$ cat src/rtl/vga_sync_monitor.sv
// Passive VGA receive checker: recovers pixel coordinates from the sync pulses,
// validates line/frame periods and accumulates a per-frame RGB checksum.
module vga_sync_monitor #(
    parameter int H_ACTIVE = 640,
    parameter int H_FP     = 16,
    parameter int H_SYNC   = 96,
    parameter int H_BP     = 48,
    parameter int V_ACTIVE = 480,
    parameter int V_FP     = 10,
    parameter int V_SYNC   = 2,
    parameter int V_BP     = 33
) (
    input  logic        clk,
    input  logic        reset,
    input  logic        pix_en,
    input  logic        hSync,
    input  logic        vSync,
    input  logic [3:0]  VGA_R,
    input  logic [3:0]  VGA_G,
    input  logic [3:0]  VGA_B,
    output logic [9:0]  x,
    output logic [8:0]  y,
    output logic        active,
    output logic        locked,
    output logic        frame_done,
    output logic [15:0] frame_sum,
    output logic        line_err,
    output logic [7:0]  err_count
);

    localparam int H_TOTAL = H_ACTIVE + H_FP + H_SYNC + H_BP;
    localparam int V_TOTAL = V_ACTIVE + V_FP + V_SYNC + V_BP;

    localparam logic [9:0] H_LAST  = 10'(H_TOTAL - 1);
    localparam logic [9:0] V_LAST  = 10'(V_TOTAL - 1);
    localparam logic [9:0] H_START = 10'(H_SYNC + H_BP);
    localparam logic [9:0] H_END   = 10'(H_SYNC + H_BP + H_ACTIVE);
    localparam logic [9:0] V_START = 10'(V_SYNC + V_BP);
    localparam logic [9:0] V_END   = 10'(V_SYNC + V_BP + V_ACTIVE);
    localparam logic [9:0] CNT_MAX = 10'd1023;

    typedef enum logic [1:0] {
        SEARCH = 2'd0,
        TRACK  = 2'd1,
        LOCKED = 2'd2
    } state_t;

    state_t      state_q, state_d;
    logic [9:0]  h_cnt_q, h_cnt_d;
    logic [9:0]  v_cnt_q, v_cnt_d;
    logic        hs_prev_q, hs_prev_d;
    logic        vs_prev_q, vs_prev_d;
    logic [15:0] acc_q, acc_d;
    logic [15:0] frame_sum_q, frame_sum_d;
    logic [9:0]  x_q, x_d;
    logic [8:0]  y_q, y_d;
    logic        active_q, active_d;
    logic        frame_done_q, frame_done_d;
    logic        line_err_q, line_err_d;
    logic [7:0]  err_count_q, err_count_d;

    logic hs_fall, frame_start;
    logic h_err, v_err, any_err;
    logic hv_active;

    // Sync edge detection and h/v counters; all movement is gated by pix_en.
    always_comb begin
        hs_prev_d   = hs_prev_q;
        vs_prev_d   = vs_prev_q;
        h_cnt_d     = h_cnt_q;
        v_cnt_d     = v_cnt_q;
        h_err       = 1'b0;
        v_err       = 1'b0;
        hs_fall     = pix_en & hs_prev_q & ~hSync;
        frame_start = hs_fall & ~vSync & vs_prev_q;

        if (pix_en) begin
            hs_prev_d = hSync;
            if (hs_fall) begin
                h_cnt_d   = '0;
                h_err     = (state_q != SEARCH) && (h_cnt_q != H_LAST);
                vs_prev_d = vSync;
                if (frame_start) begin
                    v_cnt_d = '0;
                    v_err   = (state_q != SEARCH) && (v_cnt_q != V_LAST);
                end else if (v_cnt_q != CNT_MAX) begin
                    v_cnt_d = v_cnt_q + 10'd1;
                end
            end else begin
                // A missing fall is only meaningful once a frame has been seen.
                h_err = (state_q != SEARCH) && (h_cnt_q == H_LAST);
                if (h_cnt_q != CNT_MAX) begin
                    h_cnt_d = h_cnt_q + 10'd1;
                end
            end
        end
        any_err = h_err | v_err;
    end

    // Coordinates describe the pixel sampled now, i.e. the post-update counts.
    always_comb begin
        x_d       = x_q;
        y_d       = y_q;
        active_d  = active_q;
        hv_active = (h_cnt_d >= H_START) && (h_cnt_d < H_END) &&
                    (v_cnt_d >= V_START) && (v_cnt_d < V_END);
        if (pix_en) begin
            active_d = hv_active && (state_q == LOCKED);
            if (hv_active) begin
                x_d = h_cnt_d - H_START;
                y_d = 9'(v_cnt_d - V_START);
            end
        end
    end

    // Lock state machine, error bookkeeping and frame checksum.
    always_comb begin
        state_d      = state_q;
        acc_d        = acc_q;
        frame_sum_d  = frame_sum_q;
        frame_done_d = 1'b0;
        line_err_d   = line_err_q;
        err_count_d  = err_count_q;

        if (pix_en) begin
            if (frame_start) begin
                acc_d = '0;
            end else if (active_d) begin
                acc_d = acc_q + {4'd0, VGA_R, VGA_G, VGA_B};
            end

            if (any_err) begin
                state_d    = SEARCH;
                line_err_d = 1'b1;
                if (err_count_q != 8'hff) begin
                    err_count_d = err_count_q + 8'd1;
                end
            end else if (frame_start) begin
                case (state_q)
                    SEARCH: state_d = TRACK;
                    TRACK, LOCKED: begin
                        state_d      = LOCKED;
                        frame_sum_d  = acc_q;
                        frame_done_d = 1'b1;
                    end
                    default: state_d = SEARCH;
                endcase
            end
        end
    end

    always_ff @(posedge clk) begin
        if (reset) begin
            state_q      <= SEARCH;
            h_cnt_q      <= '0;
            v_cnt_q      <= '0;
            hs_prev_q    <= 1'b1;
            vs_prev_q    <= 1'b1;
            acc_q        <= '0;
            frame_sum_q  <= '0;
            x_q          <= '0;
            y_q          <= '0;
            active_q     <= 1'b0;
            frame_done_q <= 1'b0;
            line_err_q   <= 1'b0;
            err_count_q  <= '0;
        end else begin
            state_q      <= state_d;
            h_cnt_q      <= h_cnt_d;
            v_cnt_q      <= v_cnt_d;
            hs_prev_q    <= hs_prev_d;
            vs_prev_q    <= vs_prev_d;
            acc_q        <= acc_d;
            frame_sum_q  <= frame_sum_d;
            x_q          <= x_d;
            y_q          <= y_d;
            active_q     <= active_d;
            frame_done_q <= frame_done_d;
            line_err_q   <= line_err_d;
            err_count_q  <= err_count_d;
        end
    end

    assign x          = x_q;
    assign y          = y_q;
    assign active     = active_q;
    assign locked     = (state_q == LOCKED);
    assign frame_done = frame_done_q;
    assign frame_sum  = frame_sum_q;
    assign line_err   = line_err_q;
    assign err_count  = err_count_q;

endmodule
$ cat config.mk
export PLATFORM = sky130hd
export DESIGN_NAME = vga_sync_monitor
export DESIGN_NICKNAME = d
export VERILOG_FILES = /design/src/rtl/vga_sync_monitor.sv
export SDC_FILE = /design/constraint.sdc
export NUM_CORES = 1
export LEC_CHECK = 0
export ABC_AREA = 1
export CAP_MARGIN = 15
export CORE_UTILIZATION = 50
export DETAILED_ROUTE_END_ITERATION = 10
export PLACE_DENSITY_LB_ADDON = 0.12
export SLEW_MARGIN = 0
export SYNTH_ARGS = -nofsm -noshare
export SYNTH_HDL_FRONTEND = slang
export SYNTH_SLANG_ARGS = --single-unit
$ cat constraint.sdc
create_clock -name clk -period 3.9 [get_ports clk]
set_clock_uncertainty 0.15 [all_clocks]
set_input_delay 0.78 -clock clk [delete_from_list [all_inputs] [get_ports clk]]
set_output_delay 0.78 -clock clk [all_outputs]
set_load 0.05 [all_outputs]
==> impl_metrics.prom, run 1 <==
# TYPE chip_impl_metric gauge
chip_impl_info{name="start_kind",value="input port"} 1
chip_impl_metric{name="postCtsHoldBufs",unit=""} 0
chip_impl_metric{name="power.share.switching",unit=""} 0.294
chip_impl_metric{name="irDropWorstVdd",unit="mV"} 0.197
chip_impl_info{name="cts_root_buffer",value="sky130_fd_sc_hd__clkbuf_8"} 1
chip_impl_metric{name="dpl_cell_area",unit="µm²"} 5710
chip_impl_metric{name="layout_min_cycle_time",unit="ps"} 3440
chip_impl_metric{name="grt_antenna_before_repair",unit=""} 0
chip_impl_metric{name="setup-violations-final",unit=""} 0
chip_impl_metric{name="firstDrtPassIters",unit=""} 5
chip_impl_metric{name="ys_warn_count",unit=""} 0
chip_impl_metric{name="synthesis.area",unit="µm²"} 4980
chip_impl_metric{name="synth_async_sr_flop_share",unit=""} 0
chip_impl_metric{name="worst-path-max-fanout",unit=""} 13
chip_impl_metric{name="dp_cells",unit=""} 917
chip_impl_metric{name="seq_power_share",unit=""} 0.525
chip_impl_info{name="outcome",value="finished, final reports clean"} 1
chip_impl_metric{name="place_ws",unit="ps"} 107
chip_impl_metric{name="clock.fmax",unit="MHz"} 291
chip_impl_metric{name="number_of_buffers_added_by_the_clock_tree_synthesis_step",unit=""} 9
chip_impl_metric{name="wirelength_routed",unit="mm"} 12.2
chip_impl_info{name="cts_tree",value="yes"} 1
chip_impl_metric{name="synth-edff-count",unit=""} 0
chip_impl_info{name="rsz0062_at_grt",value="false"} 1
chip_impl_metric{name="pin_count_of_the_biggest_net_entering_global_routing",unit=""} 34
chip_impl_metric{name="dr.first_iter.drc_count",unit=""} 207
chip_impl_metric{name="data_required_critical_path",unit="ps"} 4050
chip_impl_metric{name="num_io_pins",unit=""} 64
chip_impl_metric{name="total_leakage_power",unit="nW"} 2.61
chip_impl_metric{name="clock_tree.buffer_depth",unit=""} 2
chip_impl_info{name="critPathTopFamily",value="simple AND/OR/NAND/NOR gates"} 1
chip_impl_metric{name="postSynthCellCount",unit=""} 732
chip_impl_metric{name="ys_seq_area_frac",unit=""} 0.346
chip_impl_metric{name="drt_drc_violations_left",unit=""} 0
chip_impl_metric{name="layout_worst_path_cycle_share",unit=""} 0.882
chip_impl_metric{name="multiInputGateArea",unit="µm²"} 2760
chip_impl_metric{name="drive_gt1_frac",unit=""} 0.0725
chip_impl_metric{name="wire_per_inst",unit="µm"} 13.1
chip_impl_metric{name="ant_nets",unit=""} 0
chip_impl_metric{name="grt_overflow_total",unit=""} 0
chip_impl_metric{name="htree_levels",unit=""} 3
chip_impl_metric{name="clock_sinks",unit=""} 86
chip_impl_metric{name="relSlewSlack",unit=""} 0.473
chip_impl_metric{name="final-max-slew-violation-count",unit=""} 0
chip_impl_metric{name="syn_to_final_growth",unit="%"} 18.5
chip_impl_info{name="crit_path_end_kind",value="flip-flop"} 1
chip_impl_metric{name="finalWeightedCongestion",unit=""} 0.979
chip_impl_metric{name="clk_transition_reported_paths",unit="ps"} 90
chip_impl_metric{name="grt_pass1_wl",unit="mm"} 20.5
chip_impl_metric{name="grt_pass1_vias",unit=""} 4413
chip_impl_metric{name="post-route-worst-setup-slack",unit="ps"} 461
chip_impl_info{name="yosys.area.top_type",value="sky130_fd_sc_hd__dfxtp_1"} 1
chip_impl_metric{name="clock_latency",unit="ps"} 380
chip_impl_metric{name="die_width",unit="µm"} 102
chip_impl_metric{name="portBuffers",unit=""} 63
chip_impl_metric{name="syn-mean-instance-area",unit="µm²"} 6.80
chip_impl_info{name="cp_cell_sequence",value="clkdlybuf4s50_1 > nand2_4 > nor2_8 > nand2_1 > xor2_1 > nand2_1 > inv_1 > ha_1 > inv_1 > nand3_2 > nor2_2 > nand2_2 > nand2_1 > nand3_2 > nand3_2 > nor2_4 > buf_4 > o21ai_1 > a21oi_1"} 1
chip_impl_metric{name="placement_rows",unit=""} 36
chip_impl_metric{name="slowest_delay",unit="ps"} 570
chip_impl_metric{name="critPathBufInv",unit=""} 4
chip_impl_metric{name="floorplan.die.height",unit="µm"} 102
chip_impl_metric{name="via_per_inst",unit=""} 5.15
chip_impl_metric{name="post_cts_resized",unit=""} 0
chip_impl_info{name="worst_path_max_delay_cell",value="sky130_fd_sc_hd__clkdlybuf4s50_1"} 1
chip_impl_metric{name="global_route.usage.total",unit=""} 0.251
chip_impl_metric{name="synthesis.nets",unit=""} 771
chip_impl_metric{name="combPwrFrac",unit=""} 0.116
chip_impl_metric{name="finalHoldViolCount",unit=""} 0
chip_impl_info{name="ys.flop_type",value="sky130_fd_sc_hd__dfxtp_1"} 1
chip_impl_metric{name="fin_setup_tns",unit="ps"} 0
chip_impl_metric{name="ys_ff_latch",unit=""} 86
chip_impl_metric{name="initial_core_util",unit=""} 0.512
chip_impl_metric{name="core",unit="µm²"} 9730
chip_impl_metric{name="synth_top_area_frac",unit=""} 0.346
chip_impl_metric{name="p_sw",unit="W"} 0.000506
chip_impl_metric{name="fin_nets",unit=""} 834
chip_impl_metric{name="post_cts_buffers",unit=""} 0
chip_impl_metric{name="antenna-diode-count",unit=""} 0
chip_impl_metric{name="dp.final_hpwl",unit="mm"} 9.26
chip_impl_metric{name="die_area",unit="µm²"} 10400
chip_impl_metric{name="fillers",unit=""} 941
chip_impl_metric{name="max_cap_viol_count",unit=""} 0
chip_impl_metric{name="p_total",unit="W"} 0.00172
chip_impl_metric{name="routed-via-count",unit=""} 4807
chip_impl_info{name="worst_hold_path_type",value="flip-flop to flip-flop"} 1
chip_impl_metric{name="yosys.cell_types.count",unit=""} 45
chip_impl_info{name="synth.area.top_cells",value="sky130_fd_sc_hd__dfxtp_1 35%, sky130_fd_sc_hd__nand2_1 11%, sky130_fd_sc_hd__nor2_1 8.8%"} 1
chip_impl_metric{name="worst_pin_slew",unit="ps"} 790
chip_impl_metric{name="finalNonFillerCells",unit=""} 933
chip_impl_metric{name="p_per_area",unit="nW/µm²"} 292
chip_impl_metric{name="intPower",unit="W"} 0.00122
chip_impl_metric{name="sequential_cell_area",unit="µm²"} 1720
chip_impl_metric{name="power.share.clock",unit=""} 0.358
chip_impl_metric{name="critical_path_arrival",unit="ps"} 3590
chip_impl_info{name="setup.worst_path.class",value="input port to flip-flop"} 1
chip_impl_metric{name="post-route-cell-area",unit="µm²"} 5900
-- layer usage --
layer	global-route usage	up-vias	wire, µm
li1	-	2502	-
met1	0.341	2153	5830
met2	0.403	131	5490
met3	0.0438	21	653
met4	0.0879	0	239
met5	0	-	0
-- layout by cell type (no fill, tap or decap), types with 2 or more instances in the layout --
| cell type | instances |
|---|---|
| sky130_fd_sc_hd__a31oi_1 | 3 |
| sky130_fd_sc_hd__clkbuf_8 | 9 |
| sky130_fd_sc_hd__inv_1 | 82 |
| sky130_fd_sc_hd__a21oi_2 | 2 |
| sky130_fd_sc_hd__nand3_1 | 45 |
| sky130_fd_sc_hd__nor2_2 | 5 |
| sky130_fd_sc_hd__nor3_1 | 10 |
| sky130_fd_sc_hd__dfxtp_1 | 86 |
| sky130_fd_sc_hd__inv_2 | 5 |
| sky130_fd_sc_hd__nand2_4 | 3 |
| sky130_fd_sc_hd__o21ai_0 | 51 |
| sky130_fd_sc_hd__clkinvlp_4 | 3 |
| sky130_fd_sc_hd__nor4_1 | 4 |
| sky130_fd_sc_hd__a21oi_1 | 50 |
| sky130_fd_sc_hd__nand3_2 | 4 |
| sky130_fd_sc_hd__o21a_1 | 2 |
| sky130_fd_sc_hd__xnor2_1 | 4 |
| sky130_fd_sc_hd__o211ai_1 | 4 |
| sky130_fd_sc_hd__nand2_2 | 3 |
| sky130_fd_sc_hd__ha_1 | 21 |
| sky130_fd_sc_hd__buf_4 | 11 |
| sky130_fd_sc_hd__clkinv_1 | 2 |
| sky130_fd_sc_hd__o21ai_1 | 11 |
| sky130_fd_sc_hd__nor2_1 | 117 |
| sky130_fd_sc_hd__nand2_1 | 151 |
| sky130_fd_sc_hd__nand4_1 | 12 |
| sky130_fd_sc_hd__o21bai_1 | 2 |
| sky130_fd_sc_hd__clkdlybuf4s50_1 | 63 |
| sky130_fd_sc_hd__xor2_1 | 14 |
| sky130_fd_sc_hd__nand3b_1 | 2 |
| sky130_fd_sc_hd__inv_8 | 3 |
| sky130_fd_sc_hd__nor2_4 | 2 |
-- synthesized netlist by cell type (2+ instances only) --
cell type	number
sky130_fd_sc_hd__nand4_1	12
sky130_fd_sc_hd__xnor2_1	4
sky130_fd_sc_hd__nor2_2	5
sky130_fd_sc_hd__nand2_1	151
sky130_fd_sc_hd__o21a_1	2
sky130_fd_sc_hd__buf_4	3
sky130_fd_sc_hd__ha_1	21
sky130_fd_sc_hd__nand2_2	3
sky130_fd_sc_hd__nor4_1	4
sky130_fd_sc_hd__nor3_1	10
sky130_fd_sc_hd__nand2_4	3
sky130_fd_sc_hd__buf_6	8
sky130_fd_sc_hd__dfxtp_1	86
sky130_fd_sc_hd__a31oi_1	3
sky130_fd_sc_hd__nand3b_1	2
sky130_fd_sc_hd__clkinv_1	2
sky130_fd_sc_hd__inv_1	82
sky130_fd_sc_hd__clkbuf_1	8
sky130_fd_sc_hd__nor2_1	117
sky130_fd_sc_hd__xor2_1	14
sky130_fd_sc_hd__dlygate4sd1_1	2
sky130_fd_sc_hd__o21bai_1	2
sky130_fd_sc_hd__o21ai_1	11
sky130_fd_sc_hd__a21oi_1	50
sky130_fd_sc_hd__a21oi_2	2
sky130_fd_sc_hd__o211ai_1	4
sky130_fd_sc_hd__nor2_4	2
sky130_fd_sc_hd__o21ai_0	51
sky130_fd_sc_hd__nand3_1	45
sky130_fd_sc_hd__nand3_2	4
sky130_fd_sc_hd__inv_2	5
-- worst paths after layout --
check	slack, ps	from	cells past startpoint	endpoint
min	340	active	2	active
max reg2reg	540	v_cnt_q[1]	19	x[4]
max	460	pix_en	19	x[4]
min reg2reg	340	active	2	active
-- per-stage QoR --
stage | utilization | hold slack (ps)
final | 0.606 | 337
after global routing | 0.606 | 359
after CTS | 0.606 | 338
after detailed placement | 0.587 | 324
after global placement | 0.587 | 312
after floorplan | - | 298
-- power by group through the flow --
stage / Combinational [W] / Sequential, W / Clock [W]
3_3_place_gp: 0.000197 / 0.000924 / 0
4_1_cts: 0.000200 / 0.000904 / 0.000634
3_5_place_dp: 0.000199 / 0.000925 / 0
5_1_grt: 0.000225 / 0.000907 / 0.000674
6_report: 0.000200 / 0.000905 / 0.000617
2_1_floorplan: 0.000138 / 0.000928 / 0
-- cell families after synthesis --
| family | Yosys count | share of synthesized area |
|---|---|---|
| AO/OA/AOI/OAI | 132 | 0.144 |
| XOR/XNOR | 18 | 0.0317 |
| adder cells (fa/ha/maj) | 22 | 0.0568 |
| buffers and inverters | 112 | 0.101 |
| flip-flops | 86 | 0.346 |
| AND/OR/NAND/NOR | 362 | 0.321 |
-- layout make-up --
class / count / share of cell area
Sequential cell: 86 / 0.292
Inverter: 89 / 0.0566
Tap cell: 133 / 0.0282
Clock buffer: 9 / 0.0210
Clock inverter: 7 / 0.0110
Multi-Input combinational cell: 534 / 0.467
Timing Repair Buffer: 75 / 0.124
-- worst reg2reg max path, delay by kind of cell, from the launching register on --
| family | cells | cell delay [ps] |
|---|---|---|
| buffers and inverters | 3 | 400 |
| AND/OR/NAND/NOR | 12 | 1560 |
| adder cells (fa/ha/maj) | 2 | 520 |
| AO/OA/AOI/OAI | 2 | 240 |
| flip-flops | 1 | 440 |
-- state kept, by name, summed over array words and instances, names as in the netlist --
| signal | flops |
|---|---|
| line_err | 1 |
| hs_prev_q | 1 |
| frame_done | 1 |
| acc_q | 16 |
| y | 9 |
| h_cnt_q | 10 |
| frame_sum | 16 |
| vs_prev_q | 1 |
| v_cnt_q | 10 |
| active | 1 |
| err_count | 8 |
| x | 10 |
| state_q | 2 |
(Power assumes the default switching activity.)
==> run 2, diff against run 1 <==
--- a/config.mk
+++ b/config.mk
@@ -7,6 +7,7 @@
 export LEC_CHECK = 0
 export ABC_AREA = 1
 export CAP_MARGIN = 15
+export CORE_MARGIN = 2
 export CORE_UTILIZATION = 50
 export DETAILED_ROUTE_END_ITERATION = 10
 export PLACE_DENSITY_LB_ADDON = 0.12
==> run 2 against run 1 <==
Effect of this change: combinational power about the same; register-to-register slack hardly changed; sequential power hardly changed; sequential share of layout area about the same; critical endpoint is now x[1].
==> impl_metrics.prom, run 2 (synthesis results as in run 1) <==
# TYPE chip_impl_metric gauge
chip_impl_info{name="outcome",value="finished, final reports clean"} 1
chip_impl_metric{name="layout_worst_path_cycle_share",unit=""} 0.874
chip_impl_metric{name="grt_pass1_vias",unit=""} 4428
chip_impl_metric{name="data_required_critical_path",unit="ps"} 4010
chip_impl_metric{name="die_area",unit="µm²"} 10800
chip_impl_metric{name="final-max-slew-violation-count",unit=""} 0
chip_impl_metric{name="finalNonFillerCells",unit=""} 933
chip_impl_metric{name="max_cap_viol_count",unit=""} 0
chip_impl_info{name="cts_tree",value="yes"} 1
chip_impl_metric{name="grt_overflow_total",unit=""} 0
chip_impl_info{name="cts_root_buffer",value="sky130_fd_sc_hd__clkbuf_8"} 1
chip_impl_metric{name="grt_pass1_wl",unit="mm"} 20.9
chip_impl_metric{name="worst_pin_slew",unit="ps"} 590
chip_impl_metric{name="critical_path_arrival",unit="ps"} 3510
chip_impl_info{name="worst_path_most_repeated_cell",value="sky130_fd_sc_hd__nor2_1"} 1
chip_impl_metric{name="slowest_delay",unit="ps"} 560
chip_impl_info{name="crit_path_end_kind",value="flip-flop"} 1
chip_impl_metric{name="syn_to_final_growth",unit="%"} 18.6
chip_impl_metric{name="clk_transition_reported_paths",unit="ps"} 90
chip_impl_metric{name="finalWeightedCongestion",unit=""} 0.925
chip_impl_metric{name="dpl_cell_area",unit="µm²"} 5700
chip_impl_metric{name="dp_cells",unit=""} 917
chip_impl_info{name="top_library_cells_by_usage_in_the_layout_fill_and_taps_aside",value="151 x sky130_fd_sc_hd__nand2_1, 117 x sky130_fd_sc_hd__nor2_1, 86 x sky130_fd_sc_hd__dfxtp_1"} 1
chip_impl_info{name="worst_hold_path_type",value="flip-flop to flip-flop"} 1
chip_impl_metric{name="die_width",unit="µm"} 104
chip_impl_metric{name="initial_core_util",unit=""} 0.512
chip_impl_metric{name="drt_drc_violations_left",unit=""} 0
chip_impl_metric{name="placement_rows",unit=""} 36
chip_impl_metric{name="num_io_pins",unit=""} 64
chip_impl_metric{name="ant_nets",unit=""} 0
chip_impl_metric{name="floorplan.die.height",unit="µm"} 104
chip_impl_metric{name="via_per_inst",unit=""} 5.19
chip_impl_metric{name="post-route-cell-area",unit="µm²"} 5910
chip_impl_metric{name="finalHoldViolCount",unit=""} 0
chip_impl_metric{name="clock_sinks",unit=""} 86
chip_impl_metric{name="fin_setup_tns",unit="ps"} 0
chip_impl_metric{name="drive_gt1_frac",unit=""} 0.0713
chip_impl_metric{name="finish.utilization",unit=""} 0.607
chip_impl_metric{name="clock_latency",unit="ps"} 360
chip_impl_metric{name="relSlewSlack",unit=""} 0.606
chip_impl_metric{name="wirelength_routed",unit="mm"} 12.4
chip_impl_info{name="hold_path_startpoint",value="line_err"} 1
chip_impl_metric{name="dp.final_hpwl",unit="mm"} 9.18
chip_impl_info{name="rsz0062_at_grt",value="false"} 1
chip_impl_metric{name="antenna-diode-count",unit=""} 0
chip_impl_metric{name="worst-path-max-fanout",unit=""} 15
chip_impl_metric{name="fin_nets",unit=""} 834
chip_impl_info{name="setup.worst_path.class",value="input port to flip-flop"} 1
chip_impl_metric{name="portBuffers",unit=""} 63
chip_impl_metric{name="clock_tree.buffer_depth",unit=""} 2
chip_impl_info{name="cp_cell_sequence",value="clkdlybuf4s50_1 > nand2_1 > inv_2 > nand2_1 > o211ai_1 > ha_1 > nand3_1 > nor2_1 > nor2_1 > nor2_1 > nand3_2 > nor2_4 > buf_4 > a21oi_1 > o21a_1"} 1
chip_impl_info{name="start_kind",value="input port"} 1
chip_impl_metric{name="irDropWorstVdd",unit="mV"} 0.151
chip_impl_metric{name="pin_count_of_the_biggest_net_entering_global_routing",unit=""} 34
chip_impl_metric{name="htree_levels",unit=""} 3
chip_impl_info{name="mostFrequentLayoutCell",value="sky130_fd_sc_hd__nand2_1"} 1
chip_impl_metric{name="post_cts_resized",unit=""} 0
chip_impl_metric{name="total_leakage_power",unit="nW"} 2.62
chip_impl_metric{name="number_of_buffers_added_by_the_clock_tree_synthesis_step",unit=""} 9
chip_impl_metric{name="post_cts_buffers",unit=""} 0
chip_impl_info{name="worst_path_max_delay_cell",value="sky130_fd_sc_hd__clkdlybuf4s50_1"} 1
chip_impl_metric{name="core",unit="µm²"} 9730
chip_impl_metric{name="global_route.usage.total",unit=""} 0.232
chip_impl_metric{name="wire_per_inst",unit="µm"} 13.3
chip_impl_info{name="critical_path.startpoint",value="pix_en"} 1
chip_impl_info{name="critical_path.reg2reg.startpoint",value="v_cnt_q[1]"} 1
chip_impl_metric{name="clock.fmax",unit="MHz"} 294
chip_impl_metric{name="firstDrtPassIters",unit=""} 5
chip_impl_metric{name="p_per_area",unit="nW/µm²"} 301
chip_impl_metric{name="dr.first_iter.drc_count",unit=""} 206
chip_impl_metric{name="setup-violations-final",unit=""} 0
chip_impl_metric{name="postCtsHoldBufs",unit=""} 0
chip_impl_metric{name="layout_min_cycle_time",unit="ps"} 3410
chip_impl_metric{name="grt_antenna_before_repair",unit=""} 0
chip_impl_metric{name="routed-via-count",unit=""} 4840
## run 2: changes by cell type in the layout (fill, tap and decap cells not counted)
cell	change
sky130_fd_sc_hd__buf_12	-1
sky130_fd_sc_hd__buf_4	+1
sky130_fd_sc_hd__bufinv_16	+1
sky130_fd_sc_hd__clkbuf_1	+1
sky130_fd_sc_hd__clkbuf_8	+2
sky130_fd_sc_hd__clkinvlp_4	-1
sky130_fd_sc_hd__inv_8	-3
## run 2: power breakdown
group	switching, W	leakage [nW]	internal [W]
combinational	0.000125	1.82	0.0000758
sequential	0.0000122	0.695	0.000892
clock	0.000337	0.0992	0.000334
total	0.000474	2.62	0.00130
## run 2: routing by layer
metal  GRT usage  up-vias  routed length (µm)
met5           0        -                   0
met4      0.0830        0                 231
met3      0.0371       22                 550
met2       0.371      128                5490
met1       0.317     2194                6090
li1            -     2496                   -
## run 2: final timing paths
path / end / slack, ps / cells past startpoint
worst min register to register: line_err / 340 / 2
worst max-delay path: x[1] / 490 / 15
worst max register to register: x[1] / 550 / 19
worst min-delay path: line_err / 340 / 2
## run 2: cell type report
| type | count | area, µm² |
|---|---|---|
| fill | 965 | 3820 |
| multi-input combinational | 534 | 2760 |
| sequential | 86 | 1720 |
| timing repair buffer | 75 | 721 |
| inverter | 89 | 334 |
| tap | 133 | 166 |
| clock buffer | 12 | 155 |
| clock inverter | 4 | 53.8 |
## run 2: stage by stage
stage          hold WS, ps  setup WS [ps]  total power, W
6_report               337            493         0.00178
5_1_grt                358            250         0.00185
4_1_cts                339            496         0.00178
3_5_place_dp           324            117         0.00112
3_3_place_gp           309            218         0.00112
2_1_floorplan          298            777         0.00107
## run 2: worst max-delay path, delay by kind of cell
kind                     cells  cell delay, ps
buffers and inverters        3             890
AO/OA/AOI/OAI                3             600
adder cells (fa/ha/maj)      1             280
AND/OR/NAND/NOR              8             960
